### src/rtl/norl_unit_pkg.sv
// Shared constants for the bitwise logic-primitive family (norl, andl, orl, ...).
package norl_unit_pkg;

  localparam int NORL_W_DEFAULT = 8;
  localparam int NORL_W_MAX     = 64;

endpackage

### src/rtl/norl_unit_if.sv
// Operand/result bundle for the NOR unit; the unit sits on the slave side.
interface norl_unit_if
  import norl_unit_pkg::*;
#(
  parameter int WIDTH = NORL_W_DEFAULT
);
  logic [WIDTH-1:0] a;
  logic [WIDTH-1:0] b;
  logic             en;
  logic [WIDTH-1:0] y;
  logic [WIDTH-1:0] y_q;
  logic             y_q_vld;

  modport master (
    output a, b, en,
    input  y, y_q, y_q_vld
  );

  modport slave (
    input  a, b, en,
    output y, y_q, y_q_vld
  );
endinterface

### src/rtl/norl_unit_nor_cell.sv
// Single-bit NOR gate; plain operators so unknowns propagate unmasked.
module nor_cell (
  input  logic i_a,
  input  logic i_b,
  output logic o_y
);
  assign o_y = ~(i_a | i_b);
endmodule

### src/rtl/norl_unit.sv
// Bitwise NOR with a zero-latency combinational result and an enabled capture register.
module norl_unit
  import norl_unit_pkg::*;
#(
  parameter int WIDTH = NORL_W_DEFAULT
) (
  input  logic        clk,
  input  logic        rst,
  norl_unit_if.slave  bus
);

  logic [WIDTH-1:0] w_y;
  logic [WIDTH-1:0] r_y_q;
  logic             r_y_q_vld;

  for (genvar i = 0; i < WIDTH; i++) begin : g_cell
    nor_cell u_cell (
      .i_a (bus.a[i]),
      .i_b (bus.b[i]),
      .o_y (w_y[i])
    );
  end

  // Reset takes priority over a same-edge capture request.
  always_ff @(posedge clk) begin
    if (rst) begin
      r_y_q     <= '0;
      r_y_q_vld <= 1'b0;
    end else if (bus.en) begin
      r_y_q     <= w_y;
      r_y_q_vld <= 1'b1;
    end
  end

  assign bus.y       = w_y;
  assign bus.y_q     = r_y_q;
  assign bus.y_q_vld = r_y_q_vld;

endmodule

### src/flat_wrapper.sv
// flat-port wrapper written by rule: the top's interface ports become plain ports
module norl_unit_flat import norl_unit_pkg::*;
#(
  parameter int WIDTH = NORL_W_DEFAULT
)
  (clk, rst, bus_a, bus_b, bus_en, bus_y, bus_y_q, bus_y_q_vld);
  norl_unit_if #(.WIDTH(WIDTH)) bus_i ();
  input  logic clk;
  input  logic rst;
  input wire logic [$bits(bus_i.a)-1:0] bus_a;
  input wire logic [$bits(bus_i.b)-1:0] bus_b;
  input wire logic [$bits(bus_i.en)-1:0] bus_en;
  output wire logic [$bits(bus_i.y)-1:0] bus_y;
  output wire logic [$bits(bus_i.y_q)-1:0] bus_y_q;
  output wire logic [$bits(bus_i.y_q_vld)-1:0] bus_y_q_vld;
  assign bus_i.a = bus_a;
  assign bus_i.b = bus_b;
  assign bus_i.en = bus_en;
  assign bus_y = bus_i.y;
  assign bus_y_q = bus_i.y_q;
  assign bus_y_q_vld = bus_i.y_q_vld;
  norl_unit #(.WIDTH(WIDTH)) u_core (.clk(clk), .rst(rst), .bus(bus_i));
endmodule
### config.mk
export PLATFORM = sky130hd
export DESIGN_NAME = norl_unit_flat
export DESIGN_NICKNAME = d
export VERILOG_FILES = /design/src/rtl/norl_unit_pkg.sv /design/src/rtl/norl_unit_if.sv /design/src/rtl/norl_unit_nor_cell.sv /design/src/rtl/norl_unit.sv /design/src/flat_wrapper.sv
export SDC_FILE = /design/constraint.sdc
export NUM_CORES = 1
export LEC_CHECK = 0
export BUFFER_PORTS_ARGS = -buffer_cell sky130_fd_sc_hd__buf_4
export CAP_MARGIN = 10
export CORE_AREA = 2 2 39 41
export DETAILED_ROUTE_END_ITERATION = 10
export DIE_AREA = 0 0 41 43
export PLACE_DENSITY = 0.79
export SYNTH_ARGS = -nofsm -noshare
export SYNTH_HDL_FRONTEND = slang
export SYNTH_SLANG_ARGS = --single-unit
### constraint.sdc
create_clock -name clk -period 1.6 [get_ports clk]
set_clock_uncertainty 0.1 [all_clocks]
set_input_delay 0 -clock clk [delete_from_list [all_inputs] [get_ports clk]]
set_output_delay 0 -clock clk [all_outputs]
set_load 0.05 [all_outputs]
==> flow_metrics.py, run 1 <==
metrics = {
    "yosys": {
        "synth.most_common_cell": "sky130_fd_sc_hd__nor2_1",
        "synth_top_family_by_area": "compound AO/OA/AOI/OAI gates",
        "synth_top_cell_by_area": "sky130_fd_sc_hd__dfxtp_1",
        "synth.area.top_cells": "sky130_fd_sc_hd__dfxtp_1, sky130_fd_sc_hd__o32ai_2, sky130_fd_sc_hd__buf_4, sky130_fd_sc_hd__nand2b_1, sky130_fd_sc_hd__nor2_1",
        "synth-seq-area-share_pct": 36.5,
        "postSynth.asyncResetShare_pct": 0,
        "syn_area_per_cell_um2": 10.7,
        "synthFlopType": "sky130_fd_sc_hd__dfxtp_1",
        "muxShareOfSynthArea_pct": 0,
        "synthAdderAreaFrac_pct": 0,
        "syn-num-nets": 65,
        "synth-simple-area-share_pct": 20.5,
        "synthesis.area_um2": 494,
        "ys.warnings.count": 0,
        "synthesized_instance_count": 46,
        "post_synth_xor_area_fraction_pct": 0,
        "synth_edf_count": 0,
        "post_synthesis_compound_gate_area_fraction_pct": 26.3,
        "synth_common_cells": "sky130_fd_sc_hd__nor2_1, sky130_fd_sc_hd__dfxtp_1, sky130_fd_sc_hd__buf_4, sky130_fd_sc_hd__nand2b_1, sky130_fd_sc_hd__o32ai_2",
        "synth-seq-cells": 9,
        "post-synth-top-area-fraction_pct": 36.5,
        "yosys.cell_types.count": 7,
    },
    "detailed_routing": {
        "route.vias.total": 514,
        "detail_route.vias_per_cell": 4.72,
        "drc_violation_count_after_routing": 0,
        "drt_iter0_drc": 2,
        "detail_route.wl_per_cell_um": 12.4,
        "finalWirelength_um": 1350,
        "antenna_violating_nets_post_route": 0,
        "drt_first_pass_iters": 4,
    },
    "worst_setup_path": {
        "cpPeakStageDelay_ps": 600,
        "timing.critical_path.from_type": "input pin",
        "crit_slowest_cell": "sky130_fd_sc_hd__dlygate4sd3_1",
        "crit_fanout": 2,
        "critPathCaptureType": "flop",
        "critical_path_required_ps": 1700,
        "timing.critical_path.mode_cell": "sky130_fd_sc_hd__dlygate4sd3_1",
        "worst_r2r_startpoint": "u_core.bus.y_q[5]",
        "crit_chain": "dlygate4sd3_1 -> buf_4 -> o32ai_2 -> dlygate4sd3_1",
        "r2r-end": "u_core.bus.y_q[5]",
        "criticalPathCategory": "input pin to flop",
        "regToRegSetupSlack_ps": 300,
        "worst-endpoint-arrival_ps": 1520,
        "worst-r2r-cell-count": 3,
    },
    "timing": {
        "slew_headroom_pct": 86.6,
        "hold_viol_final": 0,
        "unrepaired_setup_endpoints_after_global_routing": "no",
        "final_min_period_over_clock_period_pct": 88.7,
        "hold-worst-slack_ps": 201,
        "fmax_ghz": 0.705,
        "worst_slack_ps": 181,
        "max_slew_violation_total_from_the_final_report": 0,
        "finalSetupViolCount": 0,
        "setup-tns-final_ps": 0,
        "period_minus_slack_ps": 1420,
        "tightestPinTransition_ps": 201,
    },
    "clock_network": {
        "cts.htree.levels": 1,
        "tritoncts.num_buffers": 3,
        "clock_latency_on_the_worst_skew_pair_ps": 260,
        "clock_sink_count": 9,
        "clk_path_buf_depth": 2,
        "clk_tree_root_cell": "sky130_fd_sc_hd__clkbuf_4",
        "post_cts_buffers": 0,
        "clk_transition_reported_paths_ps": 60,
        "tritoncts_clock_tree": "built",
    },
    "floorplanning": {
        "die_area_um2": 1760,
        "rows": 14,
        "start_util_pct": 35.7,
        "ioPinCount": 36,
        "die_width_um": 41,
        "die_h_um": 43,
        "core_area_um2": 1380,
    },
    "hold_path": {
        "holdPathEnd": "bus_y[3]",
        "min-delay-path-class": "input pin to output pin",
        "holdPathStages": 3,
        "min_from": "bus_b[3]",
    },
    "finish": {
        "syn2layout_area_growth_pct": 82.3,
        "final_area_um2": 901,
        "design.final.nets": 113,
        "final.fill_count": 110,
        "antennaDiodeCount": 0,
        "drive_gt1_share_pct": 50.5,
    },
    "placed_design": {
        "dp_worst_setup_slack_ps": 790,
        "io_buffer_count": 35,
        "place_area_um2": 694,
        "routabilityCongestion": 0.628,
    },
    "global_routing": {
        "grt_start_max_net_pins": 11,
        "grt_util_met2_pct": 30.0,
        "first_pass_grt_wire_length_um": 2060,
        "grt.total_usage_pct": 18.0,
        "grt_use_met1_pct": 17.5,
        "global_route.usage.met3_pct": 8.90,
        "busiest_metal_layer_after_global_routing": "met2",
        "grt-ovfl-total": 0,
        "via_count_of_the_first_global_routing_pass": 512,
        "number_of_antenna_violations_at_the_first_check_in_global_routing": 0,
    },
    "pwr": {
        "total_power_consumption_mw": 0.632,
        "vdd_ir_drop_max_mv": 0.412,
        "total_leakage_power_nw": 0.416,
        "power_per_cell_area_nw_per_um2": 702,
    },
    "outcome": {
        "run_status": "complete, no violations",
    },
    "run": {
        "maxCapViolCount": 0,
    },
}
## metal layers
layer	up-vias	share of wire [%]
li1	247	-
met1	240	35
met2	23	53
met3	4	10
met4	0	1.6
met5	-	0
## how the worst max path moves through the flow
stage	start	to	slack [ps]	depth (start not counted)
5_1_grt	bus_a[4]	u_core.bus.y_q[4]	160	4
2_1_floorplan	u_core.bus.y_q[0]	u_core.bus.y_q[0]	570	2
3_3_place_gp	rst	u_core.bus.y_q[2]	830	3
4_1_cts	bus_a[2]	u_core.bus.y_q[2]	220	4
6_report	bus_a[5]	u_core.bus.y_q[5]	180	4
3_5_place_dp	rst	u_core.bus.y_q[2]	790	3
## cells by family (layout without fill, tap and decap cells)
logic type,Yosys count,after routing
AOI/OAI and AO/OA,8,8
buffers and inverters,10,57
DFF,9,9
and+or+nand+nor,19,19
## critical path, delay by kind of cell
kind | cells | cell delay, ps
buffers and inverters | 3 | 1280
AO/OA/AOI/OAI | 1 | 240
## state kept, by name (all words and copies together), names as in the netlist
name and flops:
u_core.bus.y_q 8, u_core.bus.y_q_vld 1
## layout make-up
type                       count  area, µm²  share of cell area, %
multi-input combinational     27        231                   25.7
clock buffer                   4       26.3                   2.92
sequential                     9        180                   20.0
tap                           16       20.0                   2.22
timing repair buffer          53        443                   49.2
## what timing repair did
item                      CTS  global route
resized for setup           0             0
hold buffers               18             0
hold endpoints to repair    9             0
## report_power, final
group          internal, mW  leakage [nW]  switching [mW]
registers             0.234        0.0737         0.00512
logic                0.0979         0.328           0.121
clock network        0.0961        0.0150          0.0783
## placed cells by master, fill, tap and decap left out
cell / count
sky130_fd_sc_hd__buf_4: 35
sky130_fd_sc_hd__clkbuf_1: 1
sky130_fd_sc_hd__clkbuf_4: 3
sky130_fd_sc_hd__dfxtp_1: 9
sky130_fd_sc_hd__dlygate4sd3_1: 18
sky130_fd_sc_hd__nand2b_1: 8
sky130_fd_sc_hd__nand2b_4: 1
sky130_fd_sc_hd__nor2_1: 10
sky130_fd_sc_hd__o32ai_2: 8
## through the flow
stage,utilization [%],cells
finish,65.1,109
global placement,50.2,87
global route,65.1,109
floorplan,-,46
CTS,65.1,109
detailed placement,50.2,87
Note: power is estimated with default switching activity, not from simulation.
==> run 2: changes to the inputs <==
--- a/config.mk
+++ b/config.mk
@@ -8,6 +8,7 @@
 export BUFFER_PORTS_ARGS = -buffer_cell sky130_fd_sc_hd__buf_4
 export CAP_MARGIN = 10
 export CORE_AREA = 2 2 39 41
+export CTS_BUF_LIST = sky130_fd_sc_hd__clkbuf_4 sky130_fd_sc_hd__clkbuf_8
 export DETAILED_ROUTE_END_ITERATION = 10
 export DIE_AREA = 0 0 41 43
 export PLACE_DENSITY = 0.79
==> run 2 against run 1 <==
Register-to-register slack about the same. Final cell count unchanged. Clock power up 10%. Sequential power about the same. Global-route usage unchanged. Critical endpoint unchanged. Setup slack about the same. Sequential cell count unchanged. Sequential share of layout area down 0.083 points. Non-clock buffer count unchanged.
==> flow_metrics.py, run 2 (same netlist as run 1, synthesis figures left out) <==
metrics = {
    "timing": {
        "max_slew_violation_total_from_the_final_report": 0,
        "period_minus_slack_ps": 1420,
        "worst_slack_ps": 181,
        "unrepaired_setup_endpoints_after_global_routing": "no",
        "tightestPinTransition_ps": 201,
        "fmax_ghz": 0.705,
        "slew_headroom_pct": 86.6,
        "final_min_period_over_clock_period_pct": 88.7,
        "setup-tns-final_ps": 0,
        "finalSetupViolCount": 0,
        "hold_viol_final": 0,
    },
    "finish": {
        "final.fill_count": 111,
        "syn2layout_area_growth_pct": 83.0,
        "final_area_um2": 905,
        "antennaDiodeCount": 0,
        "area_taken_by_multi_input_logic_gates_um2": 231,
        "drive_gt1_share_pct": 51.6,
        "final-seq-area_um2": 180,
        "design.final.nets": 113,
        "final_cell_mix": "sky130_fd_sc_hd__buf_4, sky130_fd_sc_hd__dlygate4sd3_1, sky130_fd_sc_hd__nor2_1",
        "final_common_cell": "sky130_fd_sc_hd__buf_4",
        "largest_register_ffs": 8,
    },
    "global_routing": {
        "grt_use_met1_pct": 17.5,
        "grt_start_max_net_pins": 11,
        "number_of_antenna_violations_at_the_first_check_in_global_routing": 0,
        "via_count_of_the_first_global_routing_pass": 509,
        "grt-ovfl-total": 0,
        "busiest_metal_layer_after_global_routing": "met2",
        "grt_util_met2_pct": 30.0,
        "first_pass_grt_wire_length_um": 2060,
        "grt.total_usage_pct": 18.0,
        "global_route.usage.met3_pct": 8.90,
    },
    "detailed_routing": {
        "route.vias.total": 515,
        "drt_iter0_drc": 2,
        "detail_route.wl_per_cell_um": 12.4,
        "antenna_violating_nets_post_route": 0,
        "drc_violation_count_after_routing": 0,
        "drt_first_pass_iters": 4,
        "finalWirelength_um": 1350,
        "detail_route.vias_per_cell": 4.72,
    },
    "worst_setup_path": {
        "timing.critical_path.from_type": "input pin",
        "critical_path_required_ps": 1700,
        "timing.critical_path.from": "bus_a[5]",
        "worst_r2r_startpoint": "u_core.bus.y_q[5]",
        "criticalPathCategory": "input pin to flop",
        "crit_fanout": 2,
        "worst-endpoint-arrival_ps": 1520,
        "critPathCaptureType": "flop",
        "regToRegSetupSlack_ps": 300,
    },
    "floorplanning": {
        "die_area_um2": 1760,
        "ioPinCount": 36,
        "die_h_um": 43,
        "core_area_um2": 1380,
        "start_util_pct": 35.7,
        "die_width_um": 41,
        "rows": 14,
    },
    "placed_design": {
        "dp_worst_setup_slack_ps": 790,
        "io_buffer_count": 35,
        "place_area_um2": 694,
        "routabilityCongestion": 0.628,
    },
    "hold_path": {
        "min-delay-path-class": "input pin to output pin",
        "min_from": "bus_b[3]",
    },
    "pwr": {
        "total_leakage_power_nw": 0.420,
        "vdd_ir_drop_max_mv": 0.525,
        "power_per_cell_area_nw_per_um2": 718,
    },
    "clock_network": {
        "clock_sink_count": 9,
        "clk_tree_root_cell": "sky130_fd_sc_hd__clkbuf_4",
        "cts.htree.levels": 1,
        "clk_path_buf_depth": 2,
        "tritoncts_clock_tree": "built",
        "postcts_resize_cnt": 0,
        "clk_transition_reported_paths_ps": 60,
        "post_cts_buffers": 0,
        "tritoncts.num_buffers": 3,
        "clock_latency_on_the_worst_skew_pair_ps": 260,
        "cts_hold_buf": 18,
    },
    "run": {
        "maxCapViolCount": 0,
    },
    "outcome": {
        "run_status": "complete, no violations",
    },
}
==> run 2: cell count changes in the layout (fill, tap and decap cells not counted) <==
cell,change
sky130_fd_sc_hd__clkbuf_1,-1
sky130_fd_sc_hd__clkbuf_4,+1
==> run 2: power by group <==
group | internal [mW] | switching, mW | total [mW]
sequential | 0.234 | 0.00512 | 0.239
clock | 0.113 | 0.0786 | 0.192
combinational | 0.0979 | 0.121 | 0.219
total | 0.445 | 0.205 | 0.649
==> run 2: worst max-delay path, stage by stage <==
cell,delay (ps)
sky130_fd_sc_hd__dlygate4sd3_1,540
sky130_fd_sc_hd__buf_4,140
sky130_fd_sc_hd__o32ai_2,240
sky130_fd_sc_hd__dlygate4sd3_1,600
==> run 2: final timing paths <==
kind	to	depth (start not counted)
worst max-delay path	u_core.bus.y_q[5]	4
worst min-delay path	bus_y[3]	3
worst max register to register	u_core.bus.y_q[5]	3
worst min register to register	u_core.bus.y_q_vld	3
==> run 2: final cells by class <==
class | count | area share [%]
clock buffer | 4 | 3.32
tap | 16 | 2.21
timing repair buffer | 53 | 49.0
multi-input combinational | 27 | 25.6
sequential | 9 | 19.9
==> run 2: layer usage <==
layer,share of wire (%),vias to the layer above
met2,53,23
met1,35,241
met3,10,4
met5,0,-
met4,1.6,0
li1,-,247
==> run 2: metrics by stage <==
stage / util (%) / instances / power [mW] / hold slack [ps]
3_5_place_dp: 50.2 / 87 / 0.431 / 122
5_1_grt: 65.4 / 109 / 0.687 / 212
6_report: 65.4 / 109 / 0.649 / 201
4_1_cts: 65.4 / 109 / 0.657 / 202
2_1_floorplan: - / 46 / 0.369 / 14.7
3_3_place_gp: 50.2 / 87 / 0.428 / 120
